File: config.mk
export PLATFORM = sky130hd
export DESIGN_NAME = pcf8591_scan_sequencer
export DESIGN_NICKNAME = d
export VERILOG_FILES = /design/src/rtl/pcf8591_pkg.sv /design/src/rtl/pcf8591_tick_gen.sv /design/src/rtl/pcf8591_scan_sequencer.sv
export SDC_FILE = /design/constraint.sdc
export NUM_CORES = 1
export LEC_CHECK = 0
export ABC_AREA = 1
export BUFFER_PORTS_ARGS = -buffer_cell sky130_fd_sc_hd__buf_2
export CELL_PAD_IN_SITES_DETAIL_PLACEMENT = 2
export CELL_PAD_IN_SITES_GLOBAL_PLACEMENT = 2
export CORE_ASPECT_RATIO = 1.25
export CORE_UTILIZATION = 32
export DETAILED_ROUTE_END_ITERATION = 10
export PLACE_DENSITY = 0.82
export SKIP_CTS_REPAIR_TIMING = 1
export SLEW_MARGIN = 20
export SYNTH_ARGS = -nofsm -noshare
export SYNTH_HDL_FRONTEND = slang
export SYNTH_HIERARCHICAL = 1
export SYNTH_SLANG_ARGS = --single-unit
File: constraint.sdc
create_clock -name clk -period 1.55 [get_ports clk]
set_input_delay 0.31 -clock clk [delete_from_list [all_inputs] [get_ports clk]]
set_output_delay 0.31 -clock clk [all_outputs]
set_load 0.01 [all_outputs]
File: src/rtl/pcf8591_pkg.sv
// pcf8591_pkg: shared encodings, FSM states and channel search for the PCF8591 scan sequencer
package pcf8591_pkg;
  typedef enum logic [1:0] {
    OP_WRITE     = 2'b00,
    OP_READ_ACK  = 2'b01,
    OP_READ_NACK = 2'b10,
    OP_STOP_ONLY = 2'b11
  } cmd_op_t;
  typedef enum logic [3:0] {
    IDLE, W_ADDR, W_CTRL, W_DAC, R_ADDR, R_DUMMY, R_DATA, ERR_STOP, NEXT
  } state_t;
  localparam logic [7:0] CTRL_AIN_BASE = 8'h00;
  localparam logic [7:0] CTRL_AOE      = 8'h40;
  // {found, channel}: lowest set bit of mask at index >= lo
  function automatic logic [2:0] next_channel(input logic [3:0] mask, input logic [2:0] lo);
    next_channel = 3'b000;
    for (int i = 3; i >= 0; i--)
      if (mask[i] && 3'(i) >= lo) next_channel = {1'b1, 2'(i)};
  endfunction
endpackage

File: src/rtl/pcf8591_tick_gen.sv
// pcf8591_tick_gen: sample-rate prescaler with pending-scan flag and sticky overrun
//   clk, reset (async active-low); take: FSM consumes the pending scan
//   pending: a scan is requested; overrun: a tick hit an unconsumed pending request
module pcf8591_tick_gen #(
  parameter int SAMPLE_DIV = 50000,
  parameter int TIMER_W    = 24
) (
  input  logic clk,
  input  logic reset,
  input  logic take,
  output logic pending,
  output logic overrun
);
  logic [TIMER_W-1:0] count;
  logic tick;
  assign tick = count == TIMER_W'(SAMPLE_DIV - 1);
  always_ff @(posedge clk or negedge reset)
    if (!reset) begin
      count   <= '0;
      pending <= 1'b0;
      overrun <= 1'b0;
    end else begin
      count   <= tick ? '0 : count + TIMER_W'(1);
      pending <= tick | (pending & ~take);
      overrun <= overrun | (tick & pending & ~take);
    end
endmodule

File: src/rtl/pcf8591_scan_sequencer.sv
// pcf8591_scan_sequencer: per-tick scan of enabled PCF8591 channels over a byte-level I2C master
//   clk, reset (async active-low), en_mask (channel enables, latched at scan start)
//   cmd_*: one command at a time to the I2C master; rsp_*: its completion
//   sample_*: published conversion; err_pulse: channel skipped on NACK
//   overrun: sticky tick-while-pending; busy: FSM not idle
//   PCF8591_DAC_OUT_EN: adds dac_value, sets analog output enable and writes AOUT per channel
module pcf8591_scan_sequencer import pcf8591_pkg::*; #(
  parameter logic [6:0] DEV_ADDR   = 7'h48,
  parameter int         SAMPLE_DIV = 50000,
  parameter int         TIMER_W    = 24
) (
  input  logic       clk,
  input  logic       reset,
  input  logic [3:0] en_mask,
`ifdef PCF8591_DAC_OUT_EN
  input  logic [7:0] dac_value,
`endif
  output logic       cmd_valid,
  input  logic       cmd_ready,
  output logic [1:0] cmd_op,
  output logic       cmd_start,
  output logic       cmd_stop,
  output logic [7:0] cmd_wdata,
  input  logic       rsp_valid,
  input  logic       rsp_nack,
  input  logic [7:0] rsp_rdata,
  output logic       sample_valid,
  output logic [1:0] sample_ch,
  output logic [7:0] sample_data,
  output logic       err_pulse,
  output logic       overrun,
  output logic       busy
);
  state_t state, state_n;
  logic sent, take, pending, done, nack, issue;
  logic [1:0] ch, ch_n;
  logic [3:0] mask, mask_n;
  logic [2:0] first, nxt;
  logic [7:0] ctrl, dac_byte;
`ifdef PCF8591_DAC_OUT_EN
  localparam bit DAC = 1'b1;
  assign ctrl     = CTRL_AOE | {6'd0, ch};
  assign dac_byte = dac_value;
`else
  localparam bit DAC = 1'b0;
  assign ctrl     = CTRL_AIN_BASE | {6'd0, ch};
  assign dac_byte = 8'h00;
`endif
  pcf8591_tick_gen #(.SAMPLE_DIV(SAMPLE_DIV), .TIMER_W(TIMER_W)) u_tick (
    .clk(clk), .reset(reset), .take(take), .pending(pending), .overrun(overrun)
  );
  // sent: current command accepted, waiting for its response
  assign done  = sent & rsp_valid;
  assign nack  = done & rsp_nack;
  assign first = next_channel(en_mask, 3'd0);
  assign nxt   = next_channel(mask, {1'b0, ch} + 3'd1);
  assign busy  = state != IDLE;
  always_comb begin
    state_n   = state;
    ch_n      = ch;
    mask_n    = mask;
    take      = 1'b0;
    issue     = 1'b1;
    cmd_op    = OP_WRITE;
    cmd_start = 1'b0;
    cmd_stop  = 1'b0;
    cmd_wdata = 8'h00;
    case (state)
      IDLE: begin
        issue = 1'b0;
        if (pending) begin
          take    = 1'b1;
          mask_n  = en_mask;
          ch_n    = first[1:0];
          state_n = first[2] ? W_ADDR : IDLE;
        end
      end
      W_ADDR: begin
        cmd_start = 1'b1;
        cmd_wdata = {DEV_ADDR, 1'b0};
        if (done) state_n = nack ? ERR_STOP : W_CTRL;
      end
      W_CTRL: begin
        cmd_stop  = !DAC;
        cmd_wdata = ctrl;
        if (done) state_n = nack ? ERR_STOP : DAC ? W_DAC : R_ADDR;
      end
      W_DAC: begin
        cmd_stop  = 1'b1;
        cmd_wdata = dac_byte;
        if (done) state_n = nack ? ERR_STOP : R_ADDR;
      end
      R_ADDR: begin
        cmd_start = 1'b1;
        cmd_wdata = {DEV_ADDR, 1'b1};
        if (done) state_n = nack ? ERR_STOP : R_DUMMY;
      end
      R_DUMMY: begin
        cmd_op = OP_READ_ACK;
        if (done) state_n = R_DATA;
      end
      R_DATA: begin
        cmd_op   = OP_READ_NACK;
        cmd_stop = 1'b1;
        if (done) state_n = NEXT;
      end
      ERR_STOP: begin
        cmd_op   = OP_STOP_ONLY;
        cmd_stop = 1'b1;
        if (done) state_n = NEXT;
      end
      NEXT: begin
        issue   = 1'b0;
        ch_n    = nxt[1:0];
        state_n = nxt[2] ? W_ADDR : IDLE;
      end
      default: begin
        issue   = 1'b0;
        state_n = IDLE;
      end
    endcase
    cmd_valid = issue & ~sent;
  end
  always_ff @(posedge clk or negedge reset)
    if (!reset) begin
      state        <= IDLE;
      sent         <= 1'b0;
      ch           <= 2'd0;
      mask         <= 4'd0;
      sample_valid <= 1'b0;
      sample_ch    <= 2'd0;
      sample_data  <= 8'h00;
      err_pulse    <= 1'b0;
    end else begin
      state        <= state_n;
      ch           <= ch_n;
      mask         <= mask_n;
      sent         <= (cmd_valid & cmd_ready) | (sent & ~done);
      sample_valid <= done & (state == R_DATA);
      err_pulse    <= done & (state == ERR_STOP);
      if (done && state == R_DATA) begin
        sample_ch   <= ch;
        sample_data <= rsp_rdata;
      end
    end
endmodule

* Word-level counts from Yosys, hierarchy flattened
Index checks and enable logic that the tools add are counted. W data, S select, Z words.
Word-level totals: memories kept 0, bits in registers 49, input bits 17, word-level logic and storage cells 94, RAM bits 0, output and inout port bits 27, bits in read-only memories 0, latch bits 0
Cells by class: $add $sub $neg 2, divide/modulo/power cells 0, shift operators 0, multiply operators 0, $lt $le $gt $ge 4, reduce and logical (&&, ||, !) cells 16, mux-type cells 30, equality and inequality tests 15, bitwise gates (word level) 16
Operators by type and width (count):
- $pmux W4 S7 | 1
- $mux W3 | 9
- $add A24 B1 Y24 const B | 1
- $eq A24 B16 Y1 const B | 1
- $mux W24 | 1
- $mux W4 | 6
- $pmux W8 S3 | 1
- $eq A4 B3 Y1 const B | 4
- $and A1 B1 Y1 | 10
- $eq A4 B2 Y1 const B | 2
- $mux W1 | 7
- $reduce_or A7 Y1 | 1
- $ge A1 B3 Y1 const A | 2
- $ge A2 B3 Y1 const A | 2
- $mux W2 | 3
- $ne A2 B1 Y1 const B | 3
- $ne A2 B2 Y1 const B | 3
- $pmux W2 S3 | 1
- $reduce_and A6 Y1 | 1
- $reduce_or A2 Y1 | 3
- $logic_and A1 B1 Y1 | 5
- $eq A4 B1 Y1 const B | 1
- $eq A4 B4 Y1 const B | 1
- $logic_not A4 Y1 | 1
- 8 further kinds | 13

* Longest topological paths before layout
Gate-level depths: netlist (run 1).
depth in word-level cells 9, gate-level depth with buffers 9

* Modules after synthesis
Netlist (run 1), hierarchy kept.
By module, submodules not included:
- pcf8591_tick_gen | times used 1, cells each 208, area an instance 1498.9 µm²
- pcf8591_scan_sequencer | times used 1, cells each 156, area an instance 1177.4 µm²

* Worst setup path before layout (run 1)
No wires, ideal clock.
kind register to output, start point register state[1], end point output cmd_wdata[7], buffers on the path 1, data arrival time 1.194 ns, stages on the path, launching flop included 7, slack 0.046 ns, data required time 1.240 ns, cell sequence dfrtp_1 > nor2_2 > inv_1 > nor2_1 > inv_1 > o21ai_0 > buf_4
Between the ends: cells in the longest elaborated chain, start to end 2
RTL lines:
- from (decl) | line pcf8591_scan_sequencer.sv:34 | state_t state, state_n;
- from (signal assigned) | line pcf8591_scan_sequencer.sv:135 | state <= state_n;
- $eq A4 B3 Y1, or another cell as far along | line pcf8591_scan_sequencer.sv:68 | case (state)
- $pmux W8 S3 (*) | line pcf8591_scan_sequencer.sv:68
- to (decl) | line pcf8591_scan_sequencer.sv:23 | output logic [7:0] cmd_wdata,
Every way passes the cells marked *; elsewhere a longest branch is shown, timed or not.

* Worst setup path in the final report (run 1)
start point register state[3], end point output cmd_stop
Between the ends: cells in the longest elaborated chain, start to end 3
RTL lines:
- $eq A4 B3 Y1 / $eq A4 B2 Y1 (equally long branches) | line pcf8591_scan_sequencer.sv:68
- $reduce_or A4 Y1 (no line) (*)
- $mux W1 (*) | line pcf8591_scan_sequencer.sv:68
- to (decl) | line pcf8591_scan_sequencer.sv:22 | output logic cmd_stop,
Marks and branches as above.

==> results of run 1 <==
-- critical path, stage by stage, from the launching register on --
cell and delay (ns):
dfrtp_2 0.47, inv_2 0.10, nand2_4 0.07, nor2_4 0.14, buf_4 0.15, inv_1 0.06, nand2_1 0.07, buf_2 0.12
-- placed cells by master, fill, tap and decap left out, drive strengths merged --
cell type    synthesis  layout
nand2              123     123
nor2                65      65
buf                  6      59
inv                 52      52
dfrtp               48      48
nand3               23      23
o21ai               16      16
xor2                 7       7
clkbuf               0       5
nand4                5       5
conb                 1       4
a21oi                3       3
xnor2                3       3
nor3                 3       3
o211ai               2       2
nand3b               2       2
clkinv               1       2
nor4                 1       1
bufinv               0       1
clkinvlp             0       1
dlygate4sd3          0       1
o21bai               1       1
or2                  1       1
ha                   1       1
-- power by group through the flow --
stage / Clock (uW) / Sequential, uW / Combinational, uW
floorplan: 0 / 1630 / 818
global placement: 0 / 1580 / 1390
detailed placement: 0 / 1600 / 1440
CTS: 955 / 1570 / 1450
global route: 1020 / 1620 / 2020
finish: 927 / 1600 / 1850
-- metal layers --
metal / part of all wire / wire, um / vias up / track usage
met4: 0.016 / 144 / 0 / 0.03995
met3: 0.022 / 194 / 13 / 0.02778
met5: 0 / 0 / - / 0
met2: 0.58 / 5107 / 37 / 0.3699
li1: - / - / 1233 / -
met1: 0.38 / 3378 / 1308 / 0.2142
-- cell usage after synthesis, drive strengths merged --
master / instances
inv: 52
nor4: 1
nor3: 3
o21ai: 16
o21bai: 1
dfrtp: 48
nor2: 65
ha: 1
o211ai: 2
a21oi: 3
nand4: 5
nand2: 123
clkinv: 1
or2: 1
xnor2: 3
nand3: 23
nand3b: 2
conb: 1
buf: 6
xor2: 7
-- worst min-delay path by stage --
stage	slack [ns]	depth (start not counted)	to
2_1_floorplan	0.01	0	ch[0]
3_3_place_gp	0.32	2	mask[2]
3_5_place_dp	0.32	2	mask[2]
4_1_cts	-0.01	2	mask[2]
5_1_grt	0.21	3	sample_data[3]
6_report	0.19	3	sample_data[2]
-- per-stage QoR --
stage          instance area (um2)  instances  setup WS (ns)
6_report                      3343        524        -0.2525
5_1_grt                       3343        524        -0.3345
4_1_cts                       3122        509        -0.3104
3_5_place_dp                  3010        501        0.04587
3_3_place_gp                  3010        501         0.1185
2_1_floorplan                 2688        367        0.04646
-- registers in the layout, summed over array words and instances, names as in the netlist --
name	flops
ch	2
err_pulse	1
mask	3
sample_ch	2
sample_data	8
sample_valid	1
sent	1
state	4
u_tick/count	24
u_tick/overrun	1
u_tick/pending	1
-- cells by family (layout without fill, tap and decap cells) --
| logic type | count (synthesis) | in the layout | synth area share |
|---|---|---|---|
| buf+inv | 59 | 121 | 0.09303 |
| xor+xnor | 10 | 10 | 0.03273 |
| other cells | 1 | 4 | 0.001401 |
| simple gates | 223 | 223 | 0.3726 |
| flops | 48 | 48 | 0.4488 |
| compound gates | 22 | 22 | 0.04675 |
| fa+ha+maj | 1 | 1 | 0.004674 |
-- final cells by class --
class	count	area [um2]	area share
Tap cell	95	118.9	0.03555
Clock inverter	3	42.54	0.01272
Clock buffer	5	68.82	0.02058
Multi-Input combinational cell	260	1331	0.3982
Sequential cell	48	1204	0.3600
Timing Repair Buffer	60	374.1	0.1119
Inverter	53	203.9	0.06100
==> qor.yml, run 1 <==
run_status:
  status: "complete, but fails checks"
  violations: "setup timing"
timing:
  whs_ns: 0.1925
  period_minus_slack_ns: 1.802
  rsz0062_at_grt: "yes"
  setup_slack_ns: -0.2525
  fin_worst_skew_ns: 0.009615
  fmax_ghz: 0.5548
  period_share: 1.163
  setup_tns_ns: -1.565
  finalHoldViolations: 0
  finalSetupViolCount: 11
  final_max_slew_viol_count: 0
placed_design:
  port_buffers: 39
  gp_congestion: 0.7844
  hpwl_um: 6027
global_routing:
  grt-ovfl-total: 0
  grt_max_degree: 49
  grt_pass1_wl_um: 13320
  grt_pass1_vias: 2747
  antenna_found_initial: 0
  track_usage: 0.1897
pwr:
  power.density_nw_per_um2: 1309
  intPower_uw: 2622
  max-vdd-ir-drop_mv: 0.7305
  p_leak_uw: 0.001764
  switching_share: 0.4011
  power.total_uw: 4377
  pwr-share-seq: 0.365
  combinationalPowerShare: 0.424
  p_switching_uw: 1756
  power_frac_clock: 0.212
worst_hold_path:
  worstHoldStart: "rsp_rdata[2]"
  min_path_type: "input pin to flop"
cells_and_area:
  drive_gt1_frac: 0.2727
  area_growth_pct: 24.92
  n_fill_cell: 924
  antenna_cells: 0
  finalCoreUtilization: 0.4217
  fin_nets: 446
drt:
  drtPass1Iterations: 4
  viasPerCell: 4.945
  drt-initial-drc-count: 136
  drc: 0
  ant_nets: 0
  wirelength_um: 8825
  wire_per_inst_um: 16.84
  vias: 2591
worst_setup_path:
  path_max_fanout: 5
  setup.worst_path.start: "state[3]"
  r2r_end: "state[0]"
  crit_required_ns: 1.24
  arrival_ns: 1.49
  r2r_slack_ns: -0.08
  crit_type: "flop to output port"
  critPathCaptureType: "output port"
  r2r_start: "sent"
  cp-endpoint: "cmd_stop"
  worst_setup_path_start_kind: "flop"
  reg2regPathDepth: 8
yosys:
  synthDistinctLibCells: 29
  syn_avg_cell_area_um2: 7.353
  synth_area_um2: 2676
  ys_ff_latch: 48
  synth_area_leaders: "dfrtp_1 (45%), nand2_1 (16%), nor2_1 (7.3%)"
  yosysSeqAreaShare: 0.4488
  synth_area_leader_cell: "dfrtp_1"
  ys.warnings.count: 6
  yosysTopAreaCellShare: 0.4488
  synthCells: 364
cts:
  insertion_delay_ns: 0.31
  root_buffer: "clkbuf_8"
  clkTransAtPathRegs_ns: 0.10
  h-tree-depth: 2
  cts_tree: "yes"
  cts_buffers: 5
  cts.sinks: 48
  cts_buffer_depth: 2
floorplan:
  die_w_um: 83.80
  die_area_um2: 8735
  die_h_um: 104.2
  num_rows: 36
  design.portCount: 44
  core_area_um2: 7928
  initial_utilization: 0.3376
run:
  drv_cap: 0
Note: power is estimated with default switching activity, not from simulation.
==> inputs of run 2 (changes only) <==
Settings changed: PLACE_DENSITY 0.82 to not set, PLACE_DENSITY_LB_ADDON set to 0.3, SYNTH_HIERARCHICAL 1 to not set.
==> run 2 against run 1 <==
Against the previous run: the run still ends with setup timing left; design area decreased by 1.2%; clock skew decreased by 0.0011 ns; global-route usage about the same; critical path depth decreased by 2; critical endpoint is now cmd_start; largest power group unchanged.
==> qor.yml, run 2 <==
worst_hold_path:
  min_path_type: "input pin to flop"
cts:
  clkTransAtPathRegs_ns: 0.09  # about the same
  insertion_delay_ns: 0.31  # about the same
  h-tree-depth: 2  # unchanged
  cts_buffers: 5  # unchanged
  cts.sinks: 48  # unchanged
  cts_buffer_depth: 2  # unchanged
  root_buffer: "clkbuf_8"
  cts_tree: "yes"
drt:
  vias: 2462  # -5.0%
  wire_per_inst_um: 16.00  # -5.0%
  drtPass1Iterations: 4  # unchanged
  drc: 0  # unchanged
  wirelength_um: 8175  # -7.4%
  ant_nets: 0  # unchanged
  drt-initial-drc-count: 55  # -60%
  viasPerCell: 4.818  # -2.6%
placed_design:
  port_buffers: 39  # unchanged
  hpwl_um: 5982  # -0.74%
  dpl_worst_slack_ns: 0.01577  # -0.03010 ns
  gp_congestion: 0.8183  # +4.3%
  place_inst: 494  # -1.4%
cells_and_area:
  area_growth_pct: 24.59
  final_cell_count_no_fill: 511  # -2.5%
  antenna_cells: 0  # unchanged
  drive_gt1_frac: 0.2668  # -0.005900
  fin_nets: 433  # -2.9%
  final_common_cell: "nand2_1"
  reg.largest.list: "u_tick.count (24), sample_data (8), state (4)"
  final_cell_mix: "nand2_1 (114), dfrtp_1 (46), inv_1 (41), nor2_1 (41), buf_2 (39)"
  top_register: "u_tick.count"
  largest_reg_flops: 24  # unchanged
yosys:
  ys_top_cells_by_count: "nand2_1 (119), dfrtp_1 (48), nor2_1 (45), inv_1 (43), nand3_1 (19)"
  yosysTopAreaCellShare: 0.4530  # +0.004236
  ys_ff_latch: 48  # unchanged
  synth-xor-area-share: 0.03303  # +0.0003089
  syn_avg_cell_area_um2: 7.490  # +1.9%
  synth_area_um2: 2651  # -0.94%
  muxShareOfSynthArea: 0  # unchanged
  synth_top_family_by_area: "simple AND/OR/NAND/NOR gates"
  synth-compound-area-share: 0.04106  # -0.005694
  synth_edf_count: 0  # unchanged
  synthFlopType: "dfrtp_1"
  yosysSeqAreaShare: 0.4530  # +0.004236
  synth_area_leader_cell: "dfrtp_1"
  synth_area_leaders: "dfrtp_1 (45%), nand2_1 (17%), nor2_1 (6.4%)"
  synthDistinctLibCells: 28  # -3.4%
  synthCells: 354  # -2.7%
  synthAdderAreaFrac: 0.004719  # +0.00004413
  async_reset_ff_frac: 1.000  # unchanged
  yosysMostFrequentCell: "nand2_1"
  ys.warnings.count: 0  # -6
  synth-simple-area-share: 0.3804  # +0.007764
pwr:
  pwr-share-seq: 0.372  # +0.007
  p_leak_uw: 0.001763  # about the same
  power_frac_clock: 0.218  # +0.006
  power.density_nw_per_um2: 1326  # +1.3%
  intPower_uw: 2648  # +0.99%
  max-vdd-ir-drop_mv: 0.7801  # +6.8%
  p_switching_uw: 1732  # -1.4%
  switching_share: 0.3955  # -0.005636
  combinationalPowerShare: 0.410  # -0.014
global_routing:
  antenna_found_initial: 0  # unchanged
  grt_pass1_vias: 2661  # -3.1%
  grt_max_degree: 49  # unchanged
  grt-ovfl-total: 0  # unchanged
  grt_pass1_wl_um: 13000  # -2.4%
  track_usage: 0.1895  # about the same
floorplan:
  core_area_um2: 7928  # unchanged
  initial_utilization: 0.3344  # -0.003157
  die_area_um2: 8656  # -0.91%
  num_rows: 36  # unchanged
  design.portCount: 44  # unchanged
  die_w_um: 83.42  # -0.45%
  die_h_um: 103.8  # -0.46%
worst_setup_path:
  path_max_fanout: 4  # -1
  critPathCaptureType: "output port"
  crit_type: "flop to output port"
  arrival_ns: 1.33  # -0.16 ns
  crit_required_ns: 1.24  # about the same
  worst_setup_path_start_kind: "flop"
timing:
  final_max_slew_viol_count: 0  # unchanged
  period_minus_slack_ns: 1.637  # -0.1651 ns
  setup_slack_ns: -0.08736  # +0.1651 ns
  setup_tns_ns: -0.5518  # +1.013 ns
  period_share: 1.056  # -0.1065
  fmax_ghz: 0.6107  # +10%
  finalSetupViolCount: 9  # -2
  rsz0062_at_grt: "yes"
  finalHoldViolations: 0  # unchanged
  fin_worst_skew_ns: 0.008466  # -0.001149 ns
run_status:
  violations: "setup timing"
  status: "complete, but fails checks"
run:
  drv_cap: 0  # unchanged
==> run 2: cells by family (layout without fill, tap and decap cells) <==
logic type	count (synthesis)	in the layout
XOR/XNOR	10	10
AO/OA/AOI/OAI	19	19
flip-flops	48	48
AND/OR/NAND/NOR	220	220
other	1	4
buffers and inverters	55	114
adder cells (fa/ha/maj)	1	1
==> run 2: area by class of cell <==
cell class | count | area, um2
clock buffers | 5 | 68.82
repair buffers | 57 | 345.3
clock inverters | 3 | 46.29
flip-flops and latches | 48 | 1204
fillers | 958 | 4624
multi-input cells | 254 | 1326
well taps | 95 | 118.9
inverters | 49 | 193.9
==> run 2: stage by stage <==
stage            util  instance area [um2]  hold WS (ns)  power (uW)
4_1_cts        0.3944                 3127      -0.02385        3985
3_3_place_gp   0.3799                 3012        0.3164        2931
5_1_grt        0.4167                 3303        0.1873        4679
6_report       0.4167                 3303        0.1885        4379
2_1_floorplan       -                 2663       0.01441        2466
3_5_place_dp   0.3799                 3012        0.3162        3012
==> run 2: worst max-delay path, cell delays in order, from the launching register on <==
cell     delay, ns
dfrtp_1       0.40
inv_2         0.09
buf_4         0.13
nand2_4       0.07
o21ai_0       0.17
buf_2         0.15
==> run 2: power by group through the flow <==
stage	clock network [uW]	logic, uW	registers (uW)
2_1_floorplan	0	820	1650
3_3_place_gp	0	1330	1600
3_5_place_dp	0	1400	1610
4_1_cts	990	1400	1590
5_1_grt	1050	1970	1660
6_report	953	1800	1630
==> run 2: worst paths after layout <==
path	endpoint	start	slack, ns	cells past startpoint
setup / recovery	cmd_start	state[3]	-0.09	5
hold / removal	sample_data[1]	rsp_rdata[1]	0.19	3
setup reg to reg	ch[1]	state[0]	0.05	8
hold reg to reg	sample_data[1]	sample_data[1]	0.49	2
max in group asynchronous	state[0]	reset	0.79	3
min in group asynchronous	mask[1]	reset	0.50	3
==> run 2: routing by layer <==
layer / track usage / up-vias / part of all wire
met5: 0 / - / 0
met4: 0.06416 / 0 / 0.018
met3: 0.02470 / 10 / 0.018
met2: 0.3653 / 31 / 0.56
met1: 0.2104 / 1215 / 0.41
li1: - / 1206 / -
